## src/rtl/spi_slave_core.sv

```systemverilog
// spi_slave_core: SPI slave with configurable word width, SPI mode and bit
// order. All pins are resynchronised into the clk domain. Received words are
// presented as rx_data with a one-cycle rx_valid strobe. Transmit words go
// through a single holding register with a valid/ready handshake, and FILL is
// shifted out whenever that register is empty at a word boundary.
module spi_slave_core #(
    parameter int                DATA_W    = 8,
    parameter bit                CPOL      = 1'b0,
    parameter bit                CPHA      = 1'b0,
    parameter bit                MSB_FIRST = 1'b1,
    parameter logic [DATA_W-1:0] FILL      = '0
) (
    input  logic              clk,
    input  logic              rst,
    input  logic              SCK,
    input  logic              SSEL,
    input  logic              MOSI,
    output logic              MISO,
    output logic              miso_oe,
    input  logic [DATA_W-1:0] tx_data,
    input  logic              tx_valid,
    output logic              tx_ready,
    output logic [DATA_W-1:0] rx_data,
    output logic              rx_valid,
    output logic              tx_underrun,
    output logic              busy
);

    localparam int              CNT_W = (DATA_W > 2) ? $clog2(DATA_W) : 1;
    localparam logic [CNT_W-1:0] LAST = CNT_W'(DATA_W - 1);

    logic [2:0]        r_sck_sync;
    logic [2:0]        r_ssel_sync;
    logic [1:0]        r_mosi_sync;
    logic [CNT_W-1:0]  r_bitcnt;
    logic [DATA_W-1:0] r_rx_sh;
    logic [DATA_W-1:0] r_rx_data;
    logic              r_rx_valid;
    logic [DATA_W-1:0] r_tx_sh;
    logic [DATA_W-1:0] r_tx_buf;
    logic              r_tx_full;
    logic              r_tx_underrun;

    logic              w_sck_rise;
    logic              w_sck_fall;
    logic              w_lead;
    logic              w_trail;
    logic              w_sel_active;
    logic              w_start_msg;
    logic              w_sample;
    logic              w_shift;
    logic              w_load;
    logic              w_word_done;
    logic              w_tx_hs;
    logic [DATA_W-1:0] w_rx_next;

    // Edge detection on the two oldest sync stages; the MOSI bit in stage 1
    // lines up with the SCK edge seen between stages 1 and 2.
    assign w_sck_rise   = r_sck_sync[1] & ~r_sck_sync[2];
    assign w_sck_fall   = ~r_sck_sync[1] & r_sck_sync[2];
    assign w_lead       = CPOL ? w_sck_fall : w_sck_rise;
    assign w_trail      = CPOL ? w_sck_rise : w_sck_fall;
    assign w_sel_active = ~r_ssel_sync[1];
    assign w_start_msg  = ~r_ssel_sync[1] & r_ssel_sync[2];

    // SCK activity outside an active select is ignored entirely.
    assign w_sample     = w_sel_active & (CPHA ? w_trail : w_lead);
    assign w_shift      = w_sel_active & (CPHA ? w_lead : w_trail);
    assign w_load       = (w_shift && (r_bitcnt == '0)) || (!CPHA && w_start_msg);
    assign w_word_done  = w_sample && (r_bitcnt == LAST);
    assign w_tx_hs      = tx_valid && !r_tx_full;

    assign w_rx_next = MSB_FIRST ? {r_rx_sh[DATA_W-2:0], r_mosi_sync[1]}
                                 : {r_mosi_sync[1], r_rx_sh[DATA_W-1:1]};

    assign MISO        = MSB_FIRST ? r_tx_sh[DATA_W-1] : r_tx_sh[0];
    assign miso_oe     = w_sel_active;
    assign tx_ready    = !r_tx_full;
    assign rx_data     = r_rx_data;
    assign rx_valid    = r_rx_valid;
    assign tx_underrun = r_tx_underrun;
    assign busy        = w_sel_active && (r_bitcnt != '0);

    // Pin synchronisers, reset to the idle bus state.
    always_ff @(posedge clk) begin
        if (rst) begin
            r_sck_sync  <= {3{CPOL}};
            r_ssel_sync <= 3'b111;
            r_mosi_sync <= 2'b00;
        end else begin
            r_sck_sync  <= {r_sck_sync[1:0], SCK};
            r_ssel_sync <= {r_ssel_sync[1:0], SSEL};
            r_mosi_sync <= {r_mosi_sync[0], MOSI};
        end
    end

    // Bit counter and receive shifter; deselect discards any partial word.
    always_ff @(posedge clk) begin
        if (rst || !w_sel_active) begin
            r_bitcnt <= '0;
            r_rx_sh  <= '0;
        end else if (w_sample) begin
            r_bitcnt <= (r_bitcnt == LAST) ? '0 : r_bitcnt + 1'b1;
            r_rx_sh  <= w_rx_next;
        end
    end

    // Publish a completed word with a single-cycle strobe.
    always_ff @(posedge clk) begin
        if (rst) begin
            r_rx_data  <= '0;
            r_rx_valid <= 1'b0;
        end else begin
            r_rx_valid <= w_word_done;
            if (w_word_done) begin
                r_rx_data <= w_rx_next;
            end
        end
    end

    // Transmit holding register and output shifter. A load while empty takes
    // FILL; a handshake in that same cycle still lands in the holding register.
    always_ff @(posedge clk) begin
        if (rst) begin
            r_tx_sh       <= '0;
            r_tx_buf      <= '0;
            r_tx_full     <= 1'b0;
            r_tx_underrun <= 1'b0;
        end else begin
            r_tx_underrun <= 1'b0;
            if (!w_sel_active) begin
                r_tx_sh <= '0;
            end else if (w_load) begin
                if (r_tx_full) begin
                    r_tx_sh   <= r_tx_buf;
                    r_tx_full <= 1'b0;
                end else begin
                    r_tx_sh       <= FILL;
                    r_tx_underrun <= 1'b1;
                end
            end else if (w_shift) begin
                r_tx_sh <= MSB_FIRST ? {r_tx_sh[DATA_W-2:0], 1'b0}
                                     : {1'b0, r_tx_sh[DATA_W-1:1]};
            end
            if (w_tx_hs) begin
                r_tx_buf  <= tx_data;
                r_tx_full <= 1'b1;
            end
        end
    end

endmodule

```

## config.mk

```make
export PLATFORM = sky130hd
export DESIGN_NAME = spi_slave_core
export DESIGN_NICKNAME = d
export VERILOG_FILES = /design/src/rtl/spi_slave_core.sv
export SDC_FILE = /design/constraint.sdc
export NUM_CORES = 1
export LEC_CHECK = 0
export BUFFER_PORTS_ARGS = -buffer_cell sky130_fd_sc_hd__buf_4
export CAP_MARGIN = 20
export CORE_ASPECT_RATIO = 0.6
export CORE_UTILIZATION = 40
export DETAILED_ROUTE_END_ITERATION = 12
export PLACE_DENSITY = 0.65
export SYNTH_ARGS = -nofsm -noshare
export SYNTH_HDL_FRONTEND = slang
export SYNTH_SLANG_ARGS = --single-unit
```

## constraint.sdc

```tcl
create_clock -name clk -period 3.8 [get_ports clk]
set_clock_uncertainty 0.2 [all_clocks]
set_input_delay 0.76 -clock clk [delete_from_list [all_inputs] [get_ports clk]]
set_output_delay 0.76 -clock clk [all_outputs]
set_load 0.05 [all_outputs]
```

* Yosys cells after proc, flatten, opt, wreduce, memory -nomap -nowiden
Index checks and enable logic that the tools add are counted.
** Cells by class
- Add/sub/neg operators :: 1
- Multipliers :: 0
- Div/mod/pow operators :: 0
- Order comparisons :: 0
- Eq/ne operators :: 2
- Shifts and indexed selects :: 0
- Muxes and demuxes :: 8
- Bitwise operators :: 9
- Reduce and logical (&&, ||, !) cells :: 14
** Operators with widths (count)
- 8-bit 2-to-1 mux :: 3
- 1-bit bitwise AND :: 5
- 1-bit logical AND :: 4
- 1-bit 2-to-1 mux :: 4
- 1-bit inverter :: 4
- 2-bit nonzero test :: 2
- 3-bit by 1-bit adder with 3-bit output (second input constant) :: 1
- 3-bit == test (second input constant) :: 1
- 3-bit logical NOT :: 1
- 3-bit 2-to-1 mux :: 1
- 3-bit nonzero test :: 1
- 3-bit OR reduction :: 1
- 1-bit logical OR :: 2
- 2-bit by 1-bit inequality test with 1-bit output (second input constant) :: 1
- 2-bit AND reduction :: 1
- 2-bit OR reduction :: 1
- 1-bit logical NOT :: 1
** Storage, ports and cells
- Bits in registers :: 45
- Latch bits :: 0
- RAM bits :: 0
- ROM bits :: 0
- Output and inout bits :: 14
- Word-level logic and storage cells :: 45
- Memories :: 0

* Depth between registers and ports, before layout
Gate-level depths: netlist of run 1.
- Word-level depth :: 8
- Gate-level depth with buffers :: 7
- Depth with buffers taken out :: 6

* Least setup slack after synthesis of run 1
OpenSTA, ideal clock, no wires.
- Kind :: reg-to-output
- From :: register r_bitcnt[0]
- To :: output busy
- Arrival :: 1365 ps
- Setup slack :: 1475 ps
- Cell stages (with the launch flop) :: 5
- Path buffers :: 0
- Cell sequence :: dfxtp_1 -> inv_1 -> ha_1 -> nor2b_2 -> nor2_1
** On the way
- Longest elaborated chain between the ends :: 2
** RTL lines
- from (decl) :: line 35 : logic [CNT_W-1:0] r_bitcnt;
- from (signal assigned) :: line 103 : r_bitcnt <= (r_bitcnt == LAST) ? '0 : r_bitcnt + 1'b1;
- 3-bit nonzero test :: line 82 : assign busy = w_sel_active && (r_bitcnt != '0);
- 1-bit logical AND :: line 82
- to (decl) :: line 26 : output logic busy
Every way passes these cells.

* Worst setup path after layout of run 1
Same ends and word-level chain as after synthesis.

==> run_summary.xml, run 1 <==
<?xml version="1.0" encoding="UTF-8"?>
<metrics>
  <group name="drt">
    <metric name="drt_first_pass_iters" unit="">5</metric>
    <metric name="drt-vias-per-instance" unit="">5.139</metric>
    <metric name="route.top_layer_used" unit="">met4</metric>
    <metric name="wl" unit="mm">3.410</metric>
    <metric name="drt.antenna.violating_nets" unit="">0</metric>
    <metric name="route.layer.met1.wl" unit="mm">1.845</metric>
    <metric name="dr_wl_met3" unit="um">162</metric>
    <metric name="number_of_design_rule_violations_left_after_detail_routing" unit="">0</metric>
    <metric name="dr_total_vias" unit="">1259</metric>
    <metric name="drtIter0Drc" unit="">117</metric>
    <metric name="routed_wire_length_per_instance" unit="um">13.92</metric>
    <metric name="met2WireLength" unit="mm">1.386</metric>
  </group>
  <group name="cts">
    <metric name="clock_insertion_delay_worst_skew" unit="ps">300</metric>
    <metric name="ctsLongestPathBuffers" unit="">2</metric>
    <metric name="post_cts_resized" unit="">0</metric>
    <metric name="tritoncts" unit="">done</metric>
    <metric name="hold_buffers" unit="">0</metric>
    <metric name="cts_htree_levels" unit="">2</metric>
    <metric name="clock_sinks" unit="">45</metric>
    <metric name="count_of_buffers_added_by_post_cts_timing_repair_for_setup" unit="">0</metric>
    <metric name="total_clock_buffers_created_by_cts" unit="">5</metric>
    <metric name="clock_tree.root_cell" unit="">sky130_fd_sc_hd__clkbuf_8</metric>
    <metric name="cts.reportedPaths.clkPinSlew" unit="ps">80</metric>
  </group>
  <group name="synthesis">
    <metric name="synthXorXnorAreaFrac" unit="%">0</metric>
    <metric name="yosys_register_bits" unit="">45</metric>
    <metric name="post_synth_instance_area" unit="um2">1654</metric>
    <metric name="ys_seq_area_share" unit="%">54.46</metric>
    <metric name="ys.warnings.count" unit="">0</metric>
    <metric name="post_synth_fa_ha_maj_area_fraction" unit="%">2.269</metric>
    <metric name="netlist_instances" unit="">174</metric>
    <metric name="synth-simple-area-share" unit="%">18.76</metric>
    <metric name="syn_area_per_cell" unit="um2">9.506</metric>
    <metric name="muxShareOfSynthArea" unit="%">4.841</metric>
    <metric name="synth.distinct_cells" unit="">28</metric>
    <metric name="synth-compound-area-share" unit="%">15.43</metric>
    <metric name="syn_nets" unit="">191</metric>
    <metric name="synth_top_family_by_area" unit="">simple AND/OR/NAND/NOR gates</metric>
  </group>
  <group name="die">
    <metric name="die_y" unit="um">51.81</metric>
    <metric name="fp-row-count" unit="">17</metric>
    <metric name="initial_utilization" unit="%">43.44</metric>
    <metric name="die_w" unit="um">85.02</metric>
    <metric name="top_level_ports" unit="">28</metric>
    <metric name="total_die_area" unit="um2">4405</metric>
    <metric name="design.core.area" unit="um2">3807</metric>
  </group>
  <group name="power_and_ir_drop">
    <metric name="power_switching" unit="W">0.0001955</metric>
    <metric name="seq_pwr_share" unit="%">53.8</metric>
    <metric name="vdd_ir_drop_max" unit="V">0.0002385</metric>
    <metric name="share_of_total_power_in_the_clock_network" unit="%">40.9</metric>
    <metric name="p_int" unit="W">0.0007187</metric>
    <metric name="power_density_of_the_placed_cells" unit="nW/um2">461.6</metric>
    <metric name="comb_power_share" unit="%">5.3</metric>
    <metric name="netSwitchingFraction" unit="%">21.39</metric>
    <metric name="total_leakage_power" unit="nW">0.7857</metric>
  </group>
  <group name="global_routing">
    <metric name="first_global_vias" unit="">1157</metric>
    <metric name="antenna_found_initial" unit="">0</metric>
    <metric name="maximum_number_of_pins_on_one_net_before_global_route_repair" unit="">27</metric>
    <metric name="track_usage" unit="%">16.98</metric>
    <metric name="global_route.overflow_total" unit="">0</metric>
    <metric name="grt_first_pass_wirelength" unit="mm">5.499</metric>
  </group>
  <group name="job">
    <metric name="drv_cap" unit="">0</metric>
  </group>
  <group name="sta">
    <metric name="worstMarginPinSlew" unit="ps">967.7</metric>
    <metric name="total_of_endpoints_with_negative_setup_slack_in_the_final_report" unit="">0</metric>
    <metric name="max_slew_violation_count" unit="">0</metric>
    <metric name="grt_setup_unrepaired" unit="">no</metric>
    <metric name="timing.final.crit_share" unit="%">62.17</metric>
    <metric name="final-hold-violation-count" unit="">0</metric>
    <metric name="fin_tns_setup" unit="ps">0</metric>
    <metric name="clock.fmax" unit="MHz">423.3</metric>
    <metric name="max-slew-margin-rel" unit="%">35.35</metric>
    <metric name="fin_crit" unit="ps">2362</metric>
  </group>
  <group name="worst_setup_path">
    <metric name="worst-setup-path-type" unit="">reg -&gt; out</metric>
    <metric name="cp.arrival" unit="ps">1400</metric>
    <metric name="crit_start" unit="">r_bitcnt[0]</metric>
    <metric name="nature_of_the_critical_path_startpoint" unit="">flip-flop</metric>
    <metric name="critical_path_required" unit="ps">2840</metric>
    <metric name="cp-end-kind" unit="">primary output</metric>
    <metric name="path_max_fanout" unit="">4</metric>
    <metric name="rr_startpoint" unit="">r_ssel_sync[1]</metric>
  </group>
  <group name="cells_and_area">
    <metric name="area_delta_synth_final" unit="%">19.74</metric>
    <metric name="drive_gt1_share" unit="%">25.25</metric>
    <metric name="final_cell_mix" unit="">45 x sky130_fd_sc_hd__dfxtp_1, 27 x sky130_fd_sc_hd__buf_4, 25 x sky130_fd_sc_hd__nand2_1</metric>
    <metric name="final_common_cell" unit="">sky130_fd_sc_hd__dfxtp_1</metric>
    <metric name="post_layout_net_count" unit="">214</metric>
    <metric name="ant_cells" unit="">0</metric>
    <metric name="stdcell_count" unit="">245</metric>
  </group>
  <group name="placement">
    <metric name="numPlacedInstances" unit="">237</metric>
    <metric name="place.port_buffers" unit="">27</metric>
    <metric name="gp_routability_congestion" unit="">0.8261</metric>
    <metric name="dp_hpwl" unit="mm">2.469</metric>
  </group>
  <group name="outcome">
    <metric name="run_status" unit="">complete, no violations</metric>
  </group>
  <group name="worst_hold_path">
    <metric name="hold_class" unit="">reg -&gt; reg</metric>
    <metric name="min_from" unit="">r_ssel_sync[0]</metric>
  </group>
</metrics>
flip-flops by register name (all words and copies together), names as in the netlist, 2 cells and up:
register / count
r_ssel_sync: 3
r_bitcnt: 3
r_tx_buf: 8
rx_data: 8
r_tx_sh: 8
r_sck_sync: 3
r_rx_sh: 7
r_mosi_sync: 2
synthesized netlist by cell type:
library cell,number,share of area [%]
sky130_fd_sc_hd__nor2_2,1,0.38
sky130_fd_sc_hd__ha_1,3,2.3
sky130_fd_sc_hd__nor2_1,14,3.2
sky130_fd_sc_hd__nor3_1,1,0.30
sky130_fd_sc_hd__and2_1,1,0.38
sky130_fd_sc_hd__and2b_1,1,0.45
sky130_fd_sc_hd__nand2_1,25,5.7
sky130_fd_sc_hd__clkbuf_1,4,0.91
sky130_fd_sc_hd__a211oi_1,1,0.45
sky130_fd_sc_hd__nand2b_1,2,0.76
sky130_fd_sc_hd__mux2i_1,8,4.8
sky130_fd_sc_hd__a31oi_1,7,2.6
sky130_fd_sc_hd__nor2b_1,6,2.3
sky130_fd_sc_hd__nor3b_2,1,0.76
sky130_fd_sc_hd__buf_2,4,1.2
sky130_fd_sc_hd__inv_1,5,1.1
sky130_fd_sc_hd__nor2b_2,1,0.53
sky130_fd_sc_hd__nand3b_1,1,0.45
sky130_fd_sc_hd__nand3_1,7,2.1
sky130_fd_sc_hd__o21a_1,1,0.45
sky130_fd_sc_hd__or2_2,4,1.5
sky130_fd_sc_hd__buf_1,1,0.23
sky130_fd_sc_hd__dfxtp_1,45,54
sky130_fd_sc_hd__o221a_2,9,6.1
sky130_fd_sc_hd__a21oi_1,11,3.3
sky130_fd_sc_hd__o21ai_0,8,2.4
sky130_fd_sc_hd__clkbuf_2,1,0.30
sky130_fd_sc_hd__buf_4,1,0.45
metal layers:
layer,up-vias,track usage [%]
met5,-,0
met4,0,7.627
met3,2,4.921
met2,40,24.46
met1,576,23.56
li1,641,-
power by group through the flow:
stage / sequential, W / combinational (W) / clock, W
4_1_cts: 0.000492 / 0.0000485 / 0.000377
6_report: 0.000492 / 0.0000483 / 0.000374
5_1_grt: 0.000493 / 0.0000524 / 0.000399
3_3_place_gp: 0.000502 / 0.0000458 / 0
2_1_floorplan: 0.000499 / 0.0000332 / 0
3_5_place_dp: 0.000503 / 0.0000484 / 0
worst max-delay path, cell delays in order (launching register included):
cell and delay (ps):
sky130_fd_sc_hd__dfxtp_1 390, sky130_fd_sc_hd__inv_1 60, sky130_fd_sc_hd__ha_1 180, sky130_fd_sc_hd__nor2b_2 170, sky130_fd_sc_hd__nor2_1 100, sky130_fd_sc_hd__buf_4 210
path summary, 6_finish.rpt:
| kind | end | slack [ps] | cells after the start |
|---|---|---|---|
| hold reg to reg | r_ssel_sync[1] | 220 | 1 |
| setup reg to reg | rx_data[1] | 1870 | 4 |
| setup / recovery | busy | 1440 | 5 |
| hold / removal | r_ssel_sync[1] | 220 | 1 |
per-stage QoR:
| stage | worst slack, ps | instance area (um2) | power (W) | util [%] | hold WS, ps |
|---|---|---|---|---|---|
| finish | 1438 | 1981 | 0.0009142 | 52.02 | 222.6 |
| global route | 1334 | 1981 | 0.0009446 | 52.02 | 237.6 |
| CTS | 1409 | 1981 | 0.0009170 | 52.02 | 220.0 |
| detailed placement | 1534 | 1864 | 0.0005510 | 48.96 | 200.6 |
| global placement | 1685 | 1864 | 0.0005482 | 48.96 | 192.7 |
| floorplan | 1475 | 1654 | 0.0005318 | - | 189.5 |
final cells by class:
| cell class | instances | area (um2) |
|---|---|---|
| fillers | 373 | 1827 |
| flip-flops and latches | 45 | 900.9 |
| multi-input cells | 113 | 683.2 |
| repair buffers | 27 | 202.7 |
| clock buffers | 7 | 86.33 |
| well taps | 47 | 58.81 |
| clock inverters | 1 | 30.03 |
| inverters | 5 | 18.77 |
logic make-up after synthesis:
family	count (synthesis)
and+or+nand+nor	65
DFF	45
AOI/OAI and AO/OA	37
buffers and inverters	16
muxes	8
adders and majority gates	3
(Power assumes the default switching activity.)
==> run 2: changes to the inputs <==
==> constraint.sdc (replaced) <==
create_clock -name clk -period 2.2 [get_ports clk]
set_clock_uncertainty 0.2 [all_clocks]
set_input_delay 0.44 -clock clk [delete_from_list [all_inputs] [get_ports clk]]
set_output_delay 0.44 -clock clk [all_outputs]
set_load 0.05 [all_outputs]
==> run_summary.xml, run 2 (synthesized netlist as in run 1, its figures left out) <==
<?xml version="1.0" encoding="UTF-8"?>
<metrics>
  <group name="worst_setup_path">
    <metric name="worst-setup-path-type" unit="">reg -&gt; out</metric>
    <metric name="cp-end-kind" unit="">primary output</metric>
    <metric name="r2r_setup_slack" unit="ps">460</metric>
    <metric name="path_max_fanout" unit="">4</metric>
    <metric name="nature_of_the_critical_path_startpoint" unit="">flip-flop</metric>
    <metric name="ff2ff_path_depth" unit="">6</metric>
    <metric name="rr_startpoint" unit="">r_bitcnt[0]</metric>
    <metric name="critical_path_required" unit="ps">1560</metric>
    <metric name="crit_start" unit="">r_bitcnt[0]</metric>
    <metric name="reg2reg_to" unit="">r_tx_sh[4]</metric>
    <metric name="cp.arrival" unit="ps">1380</metric>
  </group>
  <group name="die">
    <metric name="die_y" unit="um">51.81</metric>
    <metric name="total_die_area" unit="um2">4405</metric>
    <metric name="initial_utilization" unit="%">43.44</metric>
    <metric name="die_w" unit="um">85.02</metric>
    <metric name="top_level_ports" unit="">28</metric>
    <metric name="design.core.area" unit="um2">3807</metric>
    <metric name="fp-row-count" unit="">17</metric>
  </group>
  <group name="worst_hold_path">
    <metric name="min_from" unit="">SSEL</metric>
    <metric name="timing.hold.worst_path_depth" unit="">2</metric>
    <metric name="hold_class" unit="">in -&gt; reg</metric>
    <metric name="hold-path-endpoint" unit="">r_ssel_sync[0]</metric>
  </group>
  <group name="cts">
    <metric name="count_of_buffers_added_by_post_cts_timing_repair_for_setup" unit="">0</metric>
    <metric name="clock_sinks" unit="">45</metric>
    <metric name="total_clock_buffers_created_by_cts" unit="">5</metric>
    <metric name="ctsLongestPathBuffers" unit="">2</metric>
    <metric name="tritoncts" unit="">done</metric>
    <metric name="hold_buffers" unit="">0</metric>
    <metric name="cts_htree_levels" unit="">2</metric>
    <metric name="cts.reportedPaths.clkPinSlew" unit="ps">80</metric>
    <metric name="clock_tree.root_cell" unit="">sky130_fd_sc_hd__clkbuf_8</metric>
    <metric name="post_cts_resized" unit="">0</metric>
    <metric name="clock_insertion_delay_worst_skew" unit="ps">290</metric>
  </group>
  <group name="drt">
    <metric name="dr_total_vias" unit="">1262</metric>
    <metric name="wl" unit="mm">3.347</metric>
    <metric name="drtIter0Drc" unit="">82</metric>
    <metric name="drt-vias-per-instance" unit="">5.109</metric>
    <metric name="drt_first_pass_iters" unit="">4</metric>
    <metric name="number_of_design_rule_violations_left_after_detail_routing" unit="">0</metric>
    <metric name="drt.antenna.violating_nets" unit="">0</metric>
    <metric name="routed_wire_length_per_instance" unit="um">13.55</metric>
  </group>
  <group name="global_routing">
    <metric name="first_global_vias" unit="">1189</metric>
    <metric name="global_route.overflow_total" unit="">0</metric>
    <metric name="grt_first_pass_wirelength" unit="mm">5.547</metric>
    <metric name="maximum_number_of_pins_on_one_net_before_global_route_repair" unit="">27</metric>
    <metric name="antenna_found_initial" unit="">0</metric>
    <metric name="track_usage" unit="%">16.74</metric>
  </group>
  <group name="cells_and_area">
    <metric name="final_cell_mix" unit="">45 x sky130_fd_sc_hd__dfxtp_1, 30 x sky130_fd_sc_hd__buf_4, 25 x sky130_fd_sc_hd__nand2_1</metric>
    <metric name="final_common_cell" unit="">sky130_fd_sc_hd__dfxtp_1</metric>
    <metric name="ant_cells" unit="">0</metric>
    <metric name="area_delta_synth_final" unit="%">19.29</metric>
    <metric name="post_layout_net_count" unit="">217</metric>
    <metric name="stdcell_count" unit="">247</metric>
    <metric name="drive_gt1_share" unit="%">26.00</metric>
  </group>
  <group name="placement">
    <metric name="dp_hpwl" unit="mm">2.426</metric>
    <metric name="place.port_buffers" unit="">27</metric>
    <metric name="gp_routability_congestion" unit="">0.8267</metric>
    <metric name="numPlacedInstances" unit="">240</metric>
    <metric name="pre_cts_slack" unit="ps">490.9</metric>
  </group>
  <group name="sta">
    <metric name="fin_crit" unit="ps">2017</metric>
    <metric name="final-hold-violation-count" unit="">0</metric>
    <metric name="timing.final.crit_share" unit="%">91.69</metric>
    <metric name="whs" unit="ps">129.3</metric>
    <metric name="grt_setup_unrepaired" unit="">no</metric>
    <metric name="clock.fmax" unit="MHz">495.8</metric>
    <metric name="post_route_setup_slack" unit="ps">182.9</metric>
    <metric name="worstMarginPinSlew" unit="ps">447.7</metric>
    <metric name="max-slew-margin-rel" unit="%">70.02</metric>
    <metric name="max_slew_violation_count" unit="">0</metric>
    <metric name="fin_tns_setup" unit="ps">0</metric>
    <metric name="total_of_endpoints_with_negative_setup_slack_in_the_final_report" unit="">0</metric>
  </group>
  <group name="job">
    <metric name="drv_cap" unit="">0</metric>
  </group>
  <group name="outcome">
    <metric name="run_status" unit="">complete, no violations</metric>
  </group>
  <group name="power_and_ir_drop">
    <metric name="vdd_ir_drop_max" unit="V">0.0003542</metric>
    <metric name="power_density_of_the_placed_cells" unit="nW/um2">732.4</metric>
    <metric name="total_leakage_power" unit="nW">0.7874</metric>
  </group>
</metrics>
==> run 2: changes by cell type in the layout (fill, tap and decap cells not counted), sizes merged <==
cell | before | now
buf | 27 | 30
bufinv | 1 | 0
==> run 2: final cells by class <==
type / instances / area (um2)
Fill cell: 359 / 1834
Sequential cell: 45 / 900.9
Multi-Input combinational cell: 113 / 683.2
Inverter: 5 / 18.77
Tap cell: 47 / 58.81
Clock buffer: 7 / 86.33
Timing Repair Buffer: 30 / 225.2
==> run 2: critical path: stages, from the launching register on <==
cell and delay (ps):
sky130_fd_sc_hd__dfxtp_1 380, sky130_fd_sc_hd__inv_1 60, sky130_fd_sc_hd__ha_1 190, sky130_fd_sc_hd__nor2b_2 170, sky130_fd_sc_hd__nor2_1 80, sky130_fd_sc_hd__buf_4 200
==> run 2: through the flow <==
step	power, W	area, um2	utilization (%)
finish	0.001445	1973	51.82
detailed placement	0.0009521	1887	49.56
floorplan	0.0009186	1654	-
global placement	0.0009491	1887	49.56
global route	0.001505	1973	51.82
CTS	0.001458	1973	51.82
==> run 2: report_power, final <==
part           internal, W  total (W)  leakage (nW)  switching, W
registers         0.000832   0.000848         0.366     0.0000160
logic            0.0000405  0.0000854         0.377     0.0000449
clock network     0.000249   0.000511        0.0443      0.000262
total              0.00112    0.00145         0.787      0.000323
==> run 2: how the worst max path moves through the flow <==
stage | end | slack [ps] | depth (start not counted)
after floorplan | busy | 200 | 4
after global placement | r_tx_buf[3] | 540 | 5
after detailed placement | r_tx_sh[2] | 490 | 6
after CTS | busy | 160 | 5
after global routing | busy | 120 | 5
final | busy | 180 | 5
==> run 2: per-layer routing <==
| layer | part of all wire, % | vias to the layer above | global-route usage [%] |
|---|---|---|---|
| met2 | 40 | 27 | 23.66 |
| met1 | 54 | 581 | 23.74 |
| met4 | 1.3 | 0 | 7.627 |
| met5 | 0 | - | 0 |
| li1 | - | 650 | - |
| met3 | 4.4 | 4 | 4.444 |
==> run 3: changes to the inputs <==
--- a/config.mk
+++ b/config.mk
@@ -8,9 +8,10 @@
 export BUFFER_PORTS_ARGS = -buffer_cell sky130_fd_sc_hd__buf_4
 export CAP_MARGIN = 20
 export CORE_ASPECT_RATIO = 0.6
-export CORE_UTILIZATION = 40
+export CORE_UTILIZATION = 41
 export DETAILED_ROUTE_END_ITERATION = 12
-export PLACE_DENSITY = 0.65
+export PLACE_DENSITY = 0.66
 export SYNTH_ARGS = -nofsm -noshare
 export SYNTH_HDL_FRONTEND = slang
 export SYNTH_SLANG_ARGS = --single-unit
+export TNS_END_PERCENT = 5
==> run_summary.xml, run 3 (synthesized netlist as in run 1, its figures left out) <==
<?xml version="1.0" encoding="UTF-8"?>
<metrics>
  <group name="cts">
    <metric name="total_clock_buffers_created_by_cts" unit="">5</metric>
    <metric name="clock_tree.root_cell" unit="">sky130_fd_sc_hd__clkbuf_8</metric>
    <metric name="cts.reportedPaths.clkPinSlew" unit="ps">80</metric>
    <metric name="ctsLongestPathBuffers" unit="">2</metric>
    <metric name="hold_buffers" unit="">0</metric>
    <metric name="cts_htree_levels" unit="">2</metric>
    <metric name="count_of_buffers_added_by_post_cts_timing_repair_for_setup" unit="">0</metric>
    <metric name="tritoncts" unit="">done</metric>
    <metric name="clock_sinks" unit="">45</metric>
    <metric name="post_cts_resized" unit="">0</metric>
    <metric name="clock_insertion_delay_worst_skew" unit="ps">290</metric>
  </group>
  <group name="die">
    <metric name="design.core.area" unit="um2">3765</metric>
    <metric name="die_w" unit="um">84</metric>
    <metric name="initial_utilization" unit="%">43.93</metric>
    <metric name="fp-row-count" unit="">17</metric>
    <metric name="total_die_area" unit="um2">4301</metric>
    <metric name="die_y" unit="um">51.20</metric>
    <metric name="top_level_ports" unit="">28</metric>
  </group>
  <group name="placement">
    <metric name="dp_hpwl" unit="mm">2.377</metric>
    <metric name="place_area" unit="um2">1887</metric>
    <metric name="place.port_buffers" unit="">27</metric>
    <metric name="gp_routability_congestion" unit="">0.7550</metric>
  </group>
  <group name="power_and_ir_drop">
    <metric name="power_density_of_the_placed_cells" unit="nW/um2">745.3</metric>
    <metric name="vdd_ir_drop_max" unit="V">0.0004068</metric>
    <metric name="total_leakage_power" unit="nW">0.7974</metric>
  </group>
  <group name="sta">
    <metric name="max_slew_violation_count" unit="">0</metric>
    <metric name="max-slew-margin-rel" unit="%">68.57</metric>
    <metric name="worstMarginPinSlew" unit="ps">469.7</metric>
    <metric name="clock.fmax" unit="MHz">496.2</metric>
    <metric name="fin_crit" unit="ps">2015</metric>
    <metric name="total_of_endpoints_with_negative_setup_slack_in_the_final_report" unit="">0</metric>
    <metric name="grt_setup_unrepaired" unit="">no</metric>
    <metric name="timing.final.crit_share" unit="%">91.60</metric>
    <metric name="fin_tns_setup" unit="ps">0</metric>
    <metric name="final-hold-violation-count" unit="">0</metric>
  </group>
  <group name="worst_setup_path">
    <metric name="worst-path-buf-inv" unit="">2</metric>
    <metric name="path_delay_family" unit="">flip-flops</metric>
    <metric name="r2r_setup_slack" unit="ps">490</metric>
    <metric name="cp_cell_sequence" unit="">inv_1 &gt; ha_1 &gt; nor2b_2 &gt; nor2_1 &gt; buf_4</metric>
    <metric name="critical_path_required" unit="ps">1560</metric>
    <metric name="rr_startpoint" unit="">r_bitcnt[0]</metric>
    <metric name="reg2reg_to" unit="">r_tx_sh[6]</metric>
    <metric name="nature_of_the_critical_path_startpoint" unit="">flip-flop</metric>
    <metric name="cp.arrival" unit="ps">1380</metric>
    <metric name="ff2ff_path_depth" unit="">6</metric>
    <metric name="max_stage_delay" unit="ps">370</metric>
    <metric name="worst-setup-path-type" unit="">reg -&gt; out</metric>
    <metric name="path_max_fanout" unit="">4</metric>
    <metric name="cp-end-kind" unit="">primary output</metric>
    <metric name="critical_path.slowest_cell" unit="">sky130_fd_sc_hd__dfxtp_1</metric>
  </group>
  <group name="cells_and_area">
    <metric name="drive_gt1_share" unit="%">26.87</metric>
    <metric name="ant_cells" unit="">0</metric>
    <metric name="design_area" unit="um2">1988</metric>
    <metric name="final.fill_count" unit="">360</metric>
    <metric name="post_layout_net_count" unit="">217</metric>
    <metric name="final_common_cell" unit="">sky130_fd_sc_hd__dfxtp_1</metric>
    <metric name="area_delta_synth_final" unit="%">20.20</metric>
    <metric name="final_cell_mix" unit="">45 x sky130_fd_sc_hd__dfxtp_1, 30 x sky130_fd_sc_hd__buf_4, 25 x sky130_fd_sc_hd__nand2_1</metric>
  </group>
  <group name="drt">
    <metric name="drt-vias-per-instance" unit="">5.073</metric>
    <metric name="drt_first_pass_iters" unit="">4</metric>
    <metric name="drt.antenna.violating_nets" unit="">0</metric>
    <metric name="drtIter0Drc" unit="">59</metric>
    <metric name="routed_wire_length_per_instance" unit="um">13.13</metric>
    <metric name="wl" unit="mm">3.256</metric>
    <metric name="number_of_design_rule_violations_left_after_detail_routing" unit="">0</metric>
    <metric name="dr_total_vias" unit="">1258</metric>
  </group>
  <group name="worst_hold_path">
    <metric name="hold-path-endpoint" unit="">r_ssel_sync[0]</metric>
    <metric name="min_from" unit="">SSEL</metric>
    <metric name="hold_class" unit="">in -&gt; reg</metric>
    <metric name="timing.hold.worst_path_depth" unit="">2</metric>
  </group>
  <group name="global_routing">
    <metric name="antenna_found_initial" unit="">0</metric>
    <metric name="track_usage" unit="%">16.25</metric>
    <metric name="grt_first_pass_wirelength" unit="mm">5.209</metric>
    <metric name="maximum_number_of_pins_on_one_net_before_global_route_repair" unit="">27</metric>
    <metric name="global_route.overflow_total" unit="">0</metric>
    <metric name="first_global_vias" unit="">1110</metric>
  </group>
  <group name="job">
    <metric name="drv_cap" unit="">0</metric>
  </group>
  <group name="outcome">
    <metric name="run_status" unit="">complete, no violations</metric>
  </group>
</metrics>
[run 3: power breakdown]
part           switching (W)  leakage, nW  total [W]  internal, W
Sequential         0.0000172        0.366   0.000850     0.000832
Combinational      0.0000452        0.377  0.0000857    0.0000405
Clock               0.000262       0.0542   0.000546     0.000284
[run 3: metrics by stage]
step,utilization (%),hold WS (ps),instances,setup slack [ps],total power [W]
2_1_floorplan,-,189.5,174,195.2,0.0009186
3_5_place_dp,50.12,199.1,240,498.1,0.0009547
5_1_grt,52.81,122.6,248,104.0,0.001540
6_report,52.81,139.4,248,184.7,0.001482
4_1_cts,52.81,133.0,248,161.1,0.001494
3_3_place_gp,50.12,197.7,240,543.1,0.0009502
[run 3: area by class of cell]
cell class / count / area, um2 / share of cell area [%]
clock buffers: 7 / 96.34 / 4.846
clock inverters: 1 / 5.005 / 0.2517
inverters: 5 / 18.77 / 0.9440
multi-input cells: 113 / 683.2 / 34.36
flip-flops and latches: 45 / 900.9 / 45.31
well taps: 47 / 58.81 / 2.958
repair buffers: 30 / 225.2 / 11.33
[run 3: worst max-delay path by stage]
| stage | from | end | slack [ps] | depth (start not counted) |
|---|---|---|---|---|
| 2_1_floorplan | r_bitcnt[0] | busy | 200 | 4 |
| 3_3_place_gp | r_bitcnt[0] | busy | 540 | 5 |
| 3_5_place_dp | r_bitcnt[0] | busy | 500 | 5 |
| 4_1_cts | r_bitcnt[0] | busy | 160 | 5 |
| 5_1_grt | r_bitcnt[0] | busy | 100 | 5 |
| 6_report | r_bitcnt[0] | busy | 180 | 5 |
[run 3: per-layer routing]
metal / track usage (%) / share of wire [%] / wire length (um)
met5: 0 / 0 / 0
met4: 7.759 / 1.0 / 34
met3: 4.685 / 3.3 / 108
met2: 21.04 / 41 / 1330
met1: 24.17 / 55 / 1783
